<file path="src/rtl/layer_pkg.sv">
// Shared types and constants for the layer parameter loader: FSM state encoding,
// default layer geometry with derived frame section lengths, and the mask LFSR taps.
package layer_pkg;

    typedef enum logic [2:0] {
        ST_IDLE,
        ST_LOAD_B,
        ST_LOAD_W,
        ST_LOAD_X,
        ST_DONE,
        ST_ERR
    } loader_state_t;

    localparam int DEF_INPUT_SIZE  = 10;
    localparam int DEF_OUTPUT_SIZE = 10;
    localparam int DEF_WIDTH       = 16;

    localparam int N_B     = DEF_OUTPUT_SIZE;
    localparam int N_W     = DEF_OUTPUT_SIZE * DEF_INPUT_SIZE;
    localparam int N_X     = DEF_INPUT_SIZE;
    localparam int N_TOTAL = N_B + N_W + N_X;

    // Galois form of x^16 + x^14 + x^13 + x^11 + 1 (right-shifting register)
    localparam logic [15:0] LFSR_TAPS = 16'hB400;

    function automatic int frame_len(input int os, input int is);
        return os + os * is + is;
    endfunction

endpackage

</file>
<file path="src/rtl/mask_lfsr.sv">
// Galois LFSR producing the per-word mask for input share splitting.
// Loaded with a seed at frame start (zero seed forced to 1), steps once per request.
module mask_lfsr #(
    parameter int               WIDTH = 16,
    parameter logic [WIDTH-1:0] TAPS  = 16'hB400
) (
    input  logic             clk,
    input  logic             rst_n,
    input  logic             load,
    input  logic [WIDTH-1:0] seed,
    input  logic             step,
    output logic [WIDTH-1:0] value
);

    logic [WIDTH-1:0] lfsr_reg;

    always_ff @(posedge clk or negedge rst_n) begin
        if (!rst_n) begin
            lfsr_reg <= WIDTH'(1);
        end else if (load) begin
            lfsr_reg <= (seed == '0) ? WIDTH'(1) : seed;
        end else if (step) begin
            lfsr_reg <= (lfsr_reg >> 1) ^ (lfsr_reg[0] ? TAPS : '0);
        end
    end

    assign value = lfsr_reg;

endmodule

</file>
<file path="src/rtl/layer_param_loader.sv">
// Streams bias, weight and input words into parallel register banks for the NN layer.
// Optional MASK_SHARE_EN stores inputs as an additive share pair (x - m, m).
module layer_param_loader
    import layer_pkg::*;
#(
    parameter int INPUT_SIZE  = DEF_INPUT_SIZE,
    parameter int OUTPUT_SIZE = DEF_OUTPUT_SIZE,
    parameter int WIDTH       = DEF_WIDTH
) (
    input  logic                                   clk,
    input  logic                                   rst_n,
    input  logic                                   start,
    input  logic                                   s_valid,
    output logic                                   s_ready,
    input  logic [WIDTH-1:0]                       s_data,
    input  logic                                   s_last,
    output logic [OUTPUT_SIZE*WIDTH-1:0]           b_flat,
    output logic [OUTPUT_SIZE*INPUT_SIZE*WIDTH-1:0] w_flat,
    output logic [INPUT_SIZE*WIDTH-1:0]            x_flat,
`ifdef MASK_SHARE_EN
    input  logic [WIDTH-1:0]                       mask_seed,
    output logic [INPUT_SIZE*WIDTH-1:0]            x_mask_flat,
`endif
    output logic                                   params_valid,
    input  logic                                   layer_ack,
    output logic                                   err
);

    localparam int MAXS = (OUTPUT_SIZE > INPUT_SIZE) ? OUTPUT_SIZE : INPUT_SIZE;
    localparam int CW   = $clog2(MAXS + 1);
    localparam int RW   = $clog2(OUTPUT_SIZE + 1);
    localparam int CLW  = $clog2(INPUT_SIZE + 1);

    loader_state_t    state_reg;
    logic             s_ready_reg, pv_reg, err_reg;
    logic [CW-1:0]    sec_cnt_reg;
    logic [RW-1:0]    row_reg;
    logic [CLW-1:0]   col_reg;
    logic             xfer, begin_frame, wr_b, wr_w, wr_x;
    logic [WIDTH-1:0] x_store;

    assign xfer        = s_valid & s_ready_reg;
    assign begin_frame = start & ((state_reg == ST_IDLE) | (state_reg == ST_ERR));
    assign wr_b        = xfer & (state_reg == ST_LOAD_B);
    assign wr_w        = xfer & (state_reg == ST_LOAD_W);
    assign wr_x        = xfer & (state_reg == ST_LOAD_X);

    always_ff @(posedge clk or negedge rst_n) begin
        if (!rst_n) begin
            state_reg   <= ST_IDLE;
            s_ready_reg <= 1'b0;
            pv_reg      <= 1'b0;
            err_reg     <= 1'b0;
            sec_cnt_reg <= '0;
            row_reg     <= '0;
            col_reg     <= '0;
        end else begin
            case (state_reg)
                ST_IDLE, ST_ERR: begin
                    if (begin_frame) begin
                        state_reg   <= ST_LOAD_B;
                        s_ready_reg <= 1'b1;
                        err_reg     <= 1'b0;
                        sec_cnt_reg <= '0;
                        row_reg     <= '0;
                        col_reg     <= '0;
                    end
                end
                ST_LOAD_B: begin
                    if (xfer) begin
                        if (s_last) begin
                            state_reg   <= ST_ERR;
                            s_ready_reg <= 1'b0;
                            err_reg     <= 1'b1;
                        end else if (sec_cnt_reg == CW'(OUTPUT_SIZE - 1)) begin
                            sec_cnt_reg <= '0;
                            state_reg   <= ST_LOAD_W;
                        end else begin
                            sec_cnt_reg <= sec_cnt_reg + 1'b1;
                        end
                    end
                end
                ST_LOAD_W: begin
                    if (xfer) begin
                        if (s_last) begin
                            state_reg   <= ST_ERR;
                            s_ready_reg <= 1'b0;
                            err_reg     <= 1'b1;
                        end else if (col_reg == CLW'(INPUT_SIZE - 1)) begin
                            col_reg <= '0;
                            if (row_reg == RW'(OUTPUT_SIZE - 1)) begin
                                row_reg   <= '0;
                                state_reg <= ST_LOAD_X;
                            end else begin
                                row_reg <= row_reg + 1'b1;
                            end
                        end else begin
                            col_reg <= col_reg + 1'b1;
                        end
                    end
                end
                ST_LOAD_X: begin
                    if (xfer) begin
                        // Only the very last word of the frame may carry s_last
                        if (sec_cnt_reg == CW'(INPUT_SIZE - 1)) begin
                            sec_cnt_reg <= '0;
                            s_ready_reg <= 1'b0;
                            if (s_last) begin
                                state_reg <= ST_DONE;
                                pv_reg    <= 1'b1;
                            end else begin
                                state_reg <= ST_ERR;
                                err_reg   <= 1'b1;
                            end
                        end else if (s_last) begin
                            state_reg   <= ST_ERR;
                            s_ready_reg <= 1'b0;
                            err_reg     <= 1'b1;
                        end else begin
                            sec_cnt_reg <= sec_cnt_reg + 1'b1;
                        end
                    end
                end
                ST_DONE: begin
                    if (layer_ack) begin
                        state_reg <= ST_IDLE;
                        pv_reg    <= 1'b0;
                    end
                end
                default: begin
                    state_reg   <= ST_IDLE;
                    s_ready_reg <= 1'b0;
                    pv_reg      <= 1'b0;
                    err_reg     <= 1'b0;
                end
            endcase
        end
    end

    assign s_ready      = s_ready_reg;
    assign params_valid = pv_reg;
    assign err          = err_reg;

`ifdef MASK_SHARE_EN
    logic [WIDTH-1:0] mask_val;

    mask_lfsr #(
        .WIDTH (WIDTH),
        .TAPS  (WIDTH'(LFSR_TAPS))
    ) u_mask_lfsr (
        .clk   (clk),
        .rst_n (rst_n),
        .load  (begin_frame),
        .seed  (mask_seed),
        .step  (wr_x),
        .value (mask_val)
    );

    assign x_store = s_data - mask_val;
`else
    assign x_store = s_data;
`endif

    // One register per bank slot, enabled when its section index matches
    genvar gi, gj;
    generate
        for (gi = 0; gi < OUTPUT_SIZE; gi++) begin : g_bias
            logic [WIDTH-1:0] slot_reg;
            always_ff @(posedge clk or negedge rst_n) begin
                if (!rst_n)                                  slot_reg <= '0;
                else if (wr_b && sec_cnt_reg == CW'(gi))     slot_reg <= s_data;
            end
            assign b_flat[gi*WIDTH +: WIDTH] = slot_reg;
        end

        for (gi = 0; gi < OUTPUT_SIZE; gi++) begin : g_wrow
            for (gj = 0; gj < INPUT_SIZE; gj++) begin : g_wcol
                logic [WIDTH-1:0] slot_reg;
                always_ff @(posedge clk or negedge rst_n) begin
                    if (!rst_n) slot_reg <= '0;
                    else if (wr_w && row_reg == RW'(gi) && col_reg == CLW'(gj))
                        slot_reg <= s_data;
                end
                assign w_flat[(gi*INPUT_SIZE+gj)*WIDTH +: WIDTH] = slot_reg;
            end
        end

        for (gi = 0; gi < INPUT_SIZE; gi++) begin : g_x
            logic [WIDTH-1:0] slot_reg;
            always_ff @(posedge clk or negedge rst_n) begin
                if (!rst_n)                                  slot_reg <= '0;
                else if (wr_x && sec_cnt_reg == CW'(gi))     slot_reg <= x_store;
            end
            assign x_flat[gi*WIDTH +: WIDTH] = slot_reg;
`ifdef MASK_SHARE_EN
            logic [WIDTH-1:0] mask_reg;
            always_ff @(posedge clk or negedge rst_n) begin
                if (!rst_n)                                  mask_reg <= '0;
                else if (wr_x && sec_cnt_reg == CW'(gi))     mask_reg <= mask_val;
            end
            assign x_mask_flat[gi*WIDTH +: WIDTH] = mask_reg;
`endif
        end
    endgenerate

endmodule

</file>
<file path="config.mk">
export PLATFORM = sky130hd
export DESIGN_NAME = layer_param_loader
export DESIGN_NICKNAME = d
export VERILOG_FILES = /design/src/rtl/layer_pkg.sv /design/src/rtl/mask_lfsr.sv /design/src/rtl/layer_param_loader.sv
export SDC_FILE = /design/constraint.sdc
export NUM_CORES = 2
export LEC_CHECK = 0
export CAP_MARGIN = 10
export CORE_AREA = 2 2 760 762
export CTS_BUF_LIST = sky130_fd_sc_hd__clkbuf_4 sky130_fd_sc_hd__clkbuf_8
export DETAILED_ROUTE_END_ITERATION = 8
export DIE_AREA = 0 0 762 764
export PLACE_DENSITY = 0.31
export REMOVE_ABC_BUFFERS = 1
export SYNTH_ARGS = -nofsm -noshare
export SYNTH_HDL_FRONTEND = slang
export SYNTH_SLANG_ARGS = --single-unit
</file>
<file path="constraint.sdc">
create_clock -name clk -period 2.9 [get_ports clk]
set_input_delay 0.435 -clock clk [delete_from_list [all_inputs] [get_ports clk]]
set_output_delay 0.435 -clock clk [all_outputs]
set_load 0.005 [all_outputs]
</file>
==> run metrics <==
Finished Layout Cells 14800; Max-Cap Viols 0; wire per inst 27.0 um; post-route setup slack 164 ps; worst-margin pin slew 1040 ps; CTS tree built; CP Launch Type register; post-synthesis cell count 4521; Register Area 0.0485 mm2; fmax 365 MHz; Worst Setup End Kind register; Worst-path clk slew 60 ps; largest net degree at the start of global routing 110; H-tree depth 5; Final Hold Viols 0; routed wl met2 188000 um; Final Core Density 0.201; clock skew 93.4 ps; share of cells above drive strength 1 0.432; CORE AREA 0.575 mm2; Yosys reg bits 1938; Cells after DPL 14100; routability congestion estimate 0.742; power share of the combinational group 0.110; post-DP HPWL 279000 um; Crit path buffers/inverters 4; routed vias 49800; Clock power frac 0.464; Clock Root Buffer clkbuf_8; crit path max fanout 16; WL met1 160000 um; Core Rows 279; Die Y 764 um; Cell Int Power 49.4 mW; final WL 400000 um; Layout area overhead 56.8%; CP required 3900 ps; fraction of registers with async set/reset 1.00; Min Clock Period, post-route 2740 ps; fin. max-slew vios 0; worst skew pair latency 1180 ps; CP max-delay cell nor4b_2; Yosys warning count 0; slowest stage delay, CP 430 ps; Die W 762 um; total power 67.7 mW; crit path cell chain buf_4 -> nand2b_1 -> buf_4 -> nor4b_2 -> buf_4 -> nor2b_1 -> buf_12 -> mux2_2; vias per cell 3.36; DRT Pass-1 Iters 4; first-pass GRT wire length 526000 um; pre-CTS setup slack -886 ps; slew margin rel. 0.303; number of synthesized flops with an enable pin 0; Sw Ratio 0.270; PortBufs 1944; Critical Setup Path Class reg -> reg; Final nets 6921; RSZ-0062 raised after global routing false; commonest non-fill, non-tap cell in the layout dfrtp_1; clk buf depth 4; Final Instance Area 0.115 mm2; commonest cells after routing, fill and taps aside dfrtp_1, clkdlybuf4s50_1, mux2_2; IO Pins 1945; Unique masters post-synth 68; Leakage 53.1 nW; period utilization 0.944; Starting Density 0.128; Worst Path Arrival 3740 ps; syn avg cell area 16.3 um2; CTS Sinks 1938; metal3 WL 41500 um; outcome complete, no violations; # DRC 0; Die ar. 0.582 mm2; sequential share of power 0.426; total track usage 0.132; global route overflow 0; initial antenna violation count 57; Peak VDD IR 0.336 mV; delay-heaviest family, CP simple AND/OR/NAND/NOR gates; area of the multi-input gates 0.0236 mm2; ANT nets after route 0; DR top layer met5; total net switching power 18.3 mW; initial drt markers 1837; Num CTS Buffers 395; Placed Area 0.107 mm2; Seq/Total Area, Yosys 0.659; Fillers 61800; cell mode on critical path buf_4; primary flip-flop cell chosen by synthesis mapping dfrtp_1; power per cell area 587 mW/mm2; min-delay worst type in -> reg; max FFs per register 1600; Post-Syn Area 0.0736 mm2; vias in the first global route 53300; Final Setup Violations 0
==> what timing repair did <==
item / CTS / global route
setup endpoints to repair: 412 / 1
resized for setup: 14 / 1
setup buffers: 1 / 0
pin swaps: 1 / 0
hold buffers: 16 / 0
hold endpoints to repair: 1597 / 0
==> Yosys cell counts (all sizes together) (2+ instances only) <==
master   instances  area (um2)
or3              4        25.0
o22ai            2        12.5
nand2          106         473
o21ai           11        55.1
nor3             6        41.3
a22o             2        17.5
mux2          1920       21600
xnor2            3        26.3
dfrtp         1938       48500
nand4bb          2        22.5
nand3           12        70.1
buf            118         728
o32ai            2        17.5
a32o             2        20.0
a21oi            8        40.0
nand3b           3        26.3
nor4b            4        60.1
o311ai           2        17.5
a31oi            4        25.0
or2              3        18.8
or4              3        22.5
and3             3        18.8
nand2b          10        62.6
nor2b           21         131
clkbuf         259         973
nor4            12         109
a21o             2        15.0
o31ai            2        15.0
and2b            2        15.0
a41oi            2        17.5
nor4bb           4        40.0
nor2            19        96.3
inv              8        30.0
o211ai           2        15.0
==> path summary, 6_finish.rpt <==
kind                                                              from                                           end  slack, ps  cells past startpoint
setup / recovery                              state_reg[2]$_DFFE_PN0P_            g_bias[3].slot_reg[12]$_DFFE_PN0P_        160                      8
setup reg to reg                              state_reg[2]$_DFFE_PN0P_            g_bias[3].slot_reg[12]$_DFFE_PN0P_        160                      8
hold reg to reg            g_wrow[7].g_wcol[0].slot_reg[0]$_DFFE_PN0P_   g_wrow[7].g_wcol[0].slot_reg[0]$_DFFE_PN0P_        490                      1
max in group asynchronous                                        rst_n   g_wrow[8].g_wcol[8].slot_reg[1]$_DFFE_PN0P_       1290                      3
hold / removal                                              s_data[11]  g_wrow[9].g_wcol[5].slot_reg[11]$_DFFE_PN0P_        110                      2
min in group asynchronous                                        rst_n   g_wrow[5].g_wcol[4].slot_reg[8]$_DFFE_PN0P_        260                      3
==> logic make-up after synthesis <==
| logic type | Yosys count | synth area share |
|---|---|---|
| buf+inv | 385 | 0.0235 |
| mux | 1921 | 0.294 |
| flops | 1938 | 0.659 |
| compound gates | 52 | 0.00493 |
| xor+xnor | 3 | 0.000357 |
| fa+ha+maj | 1 | 0.000136 |
| simple gates | 221 | 0.0176 |
==> power groups by stage <==
stage	Combinational (mW)	Sequential [mW]	Clock, mW
final	7.45	28.9	31.4
after global routing	8.06	29.0	34.2
after CTS	7.71	28.9	33.1
after detailed placement	7.64	29.3	0
after global placement	7.64	29.3	0
after floorplan	1.62	29.4	0
==> stage by stage <==
step | hold WS, ps | setup TNS, ps
final | 107 | 0
after global placement | 472 | -722160
after global routing | 31.5 | 0
after floorplan | 139 | -92270
after CTS | 5.82 | 0
after detailed placement | 479 | -557960
==> layer usage <==
layer / up-vias / global-route usage
met1: 26400 / 0.157
met5: - / 0
met4: 12 / 0.0328
li1: 20800 / -
met3: 503 / 0.0575
met2: 2064 / 0.219
==> final cells by class <==
class                           count  share of cell area
Sequential cell                  1938               0.420
Timing Repair Buffer             2358               0.218
Multi-Input combinational cell   2198               0.204
Tap cell                         7587              0.0823
Clock buffer                      649              0.0690
Clock inverter                     50             0.00490
Antenna cell                       35            0.000759
Inverter                            8            0.000260
Power figures use the tool's default switching activity.
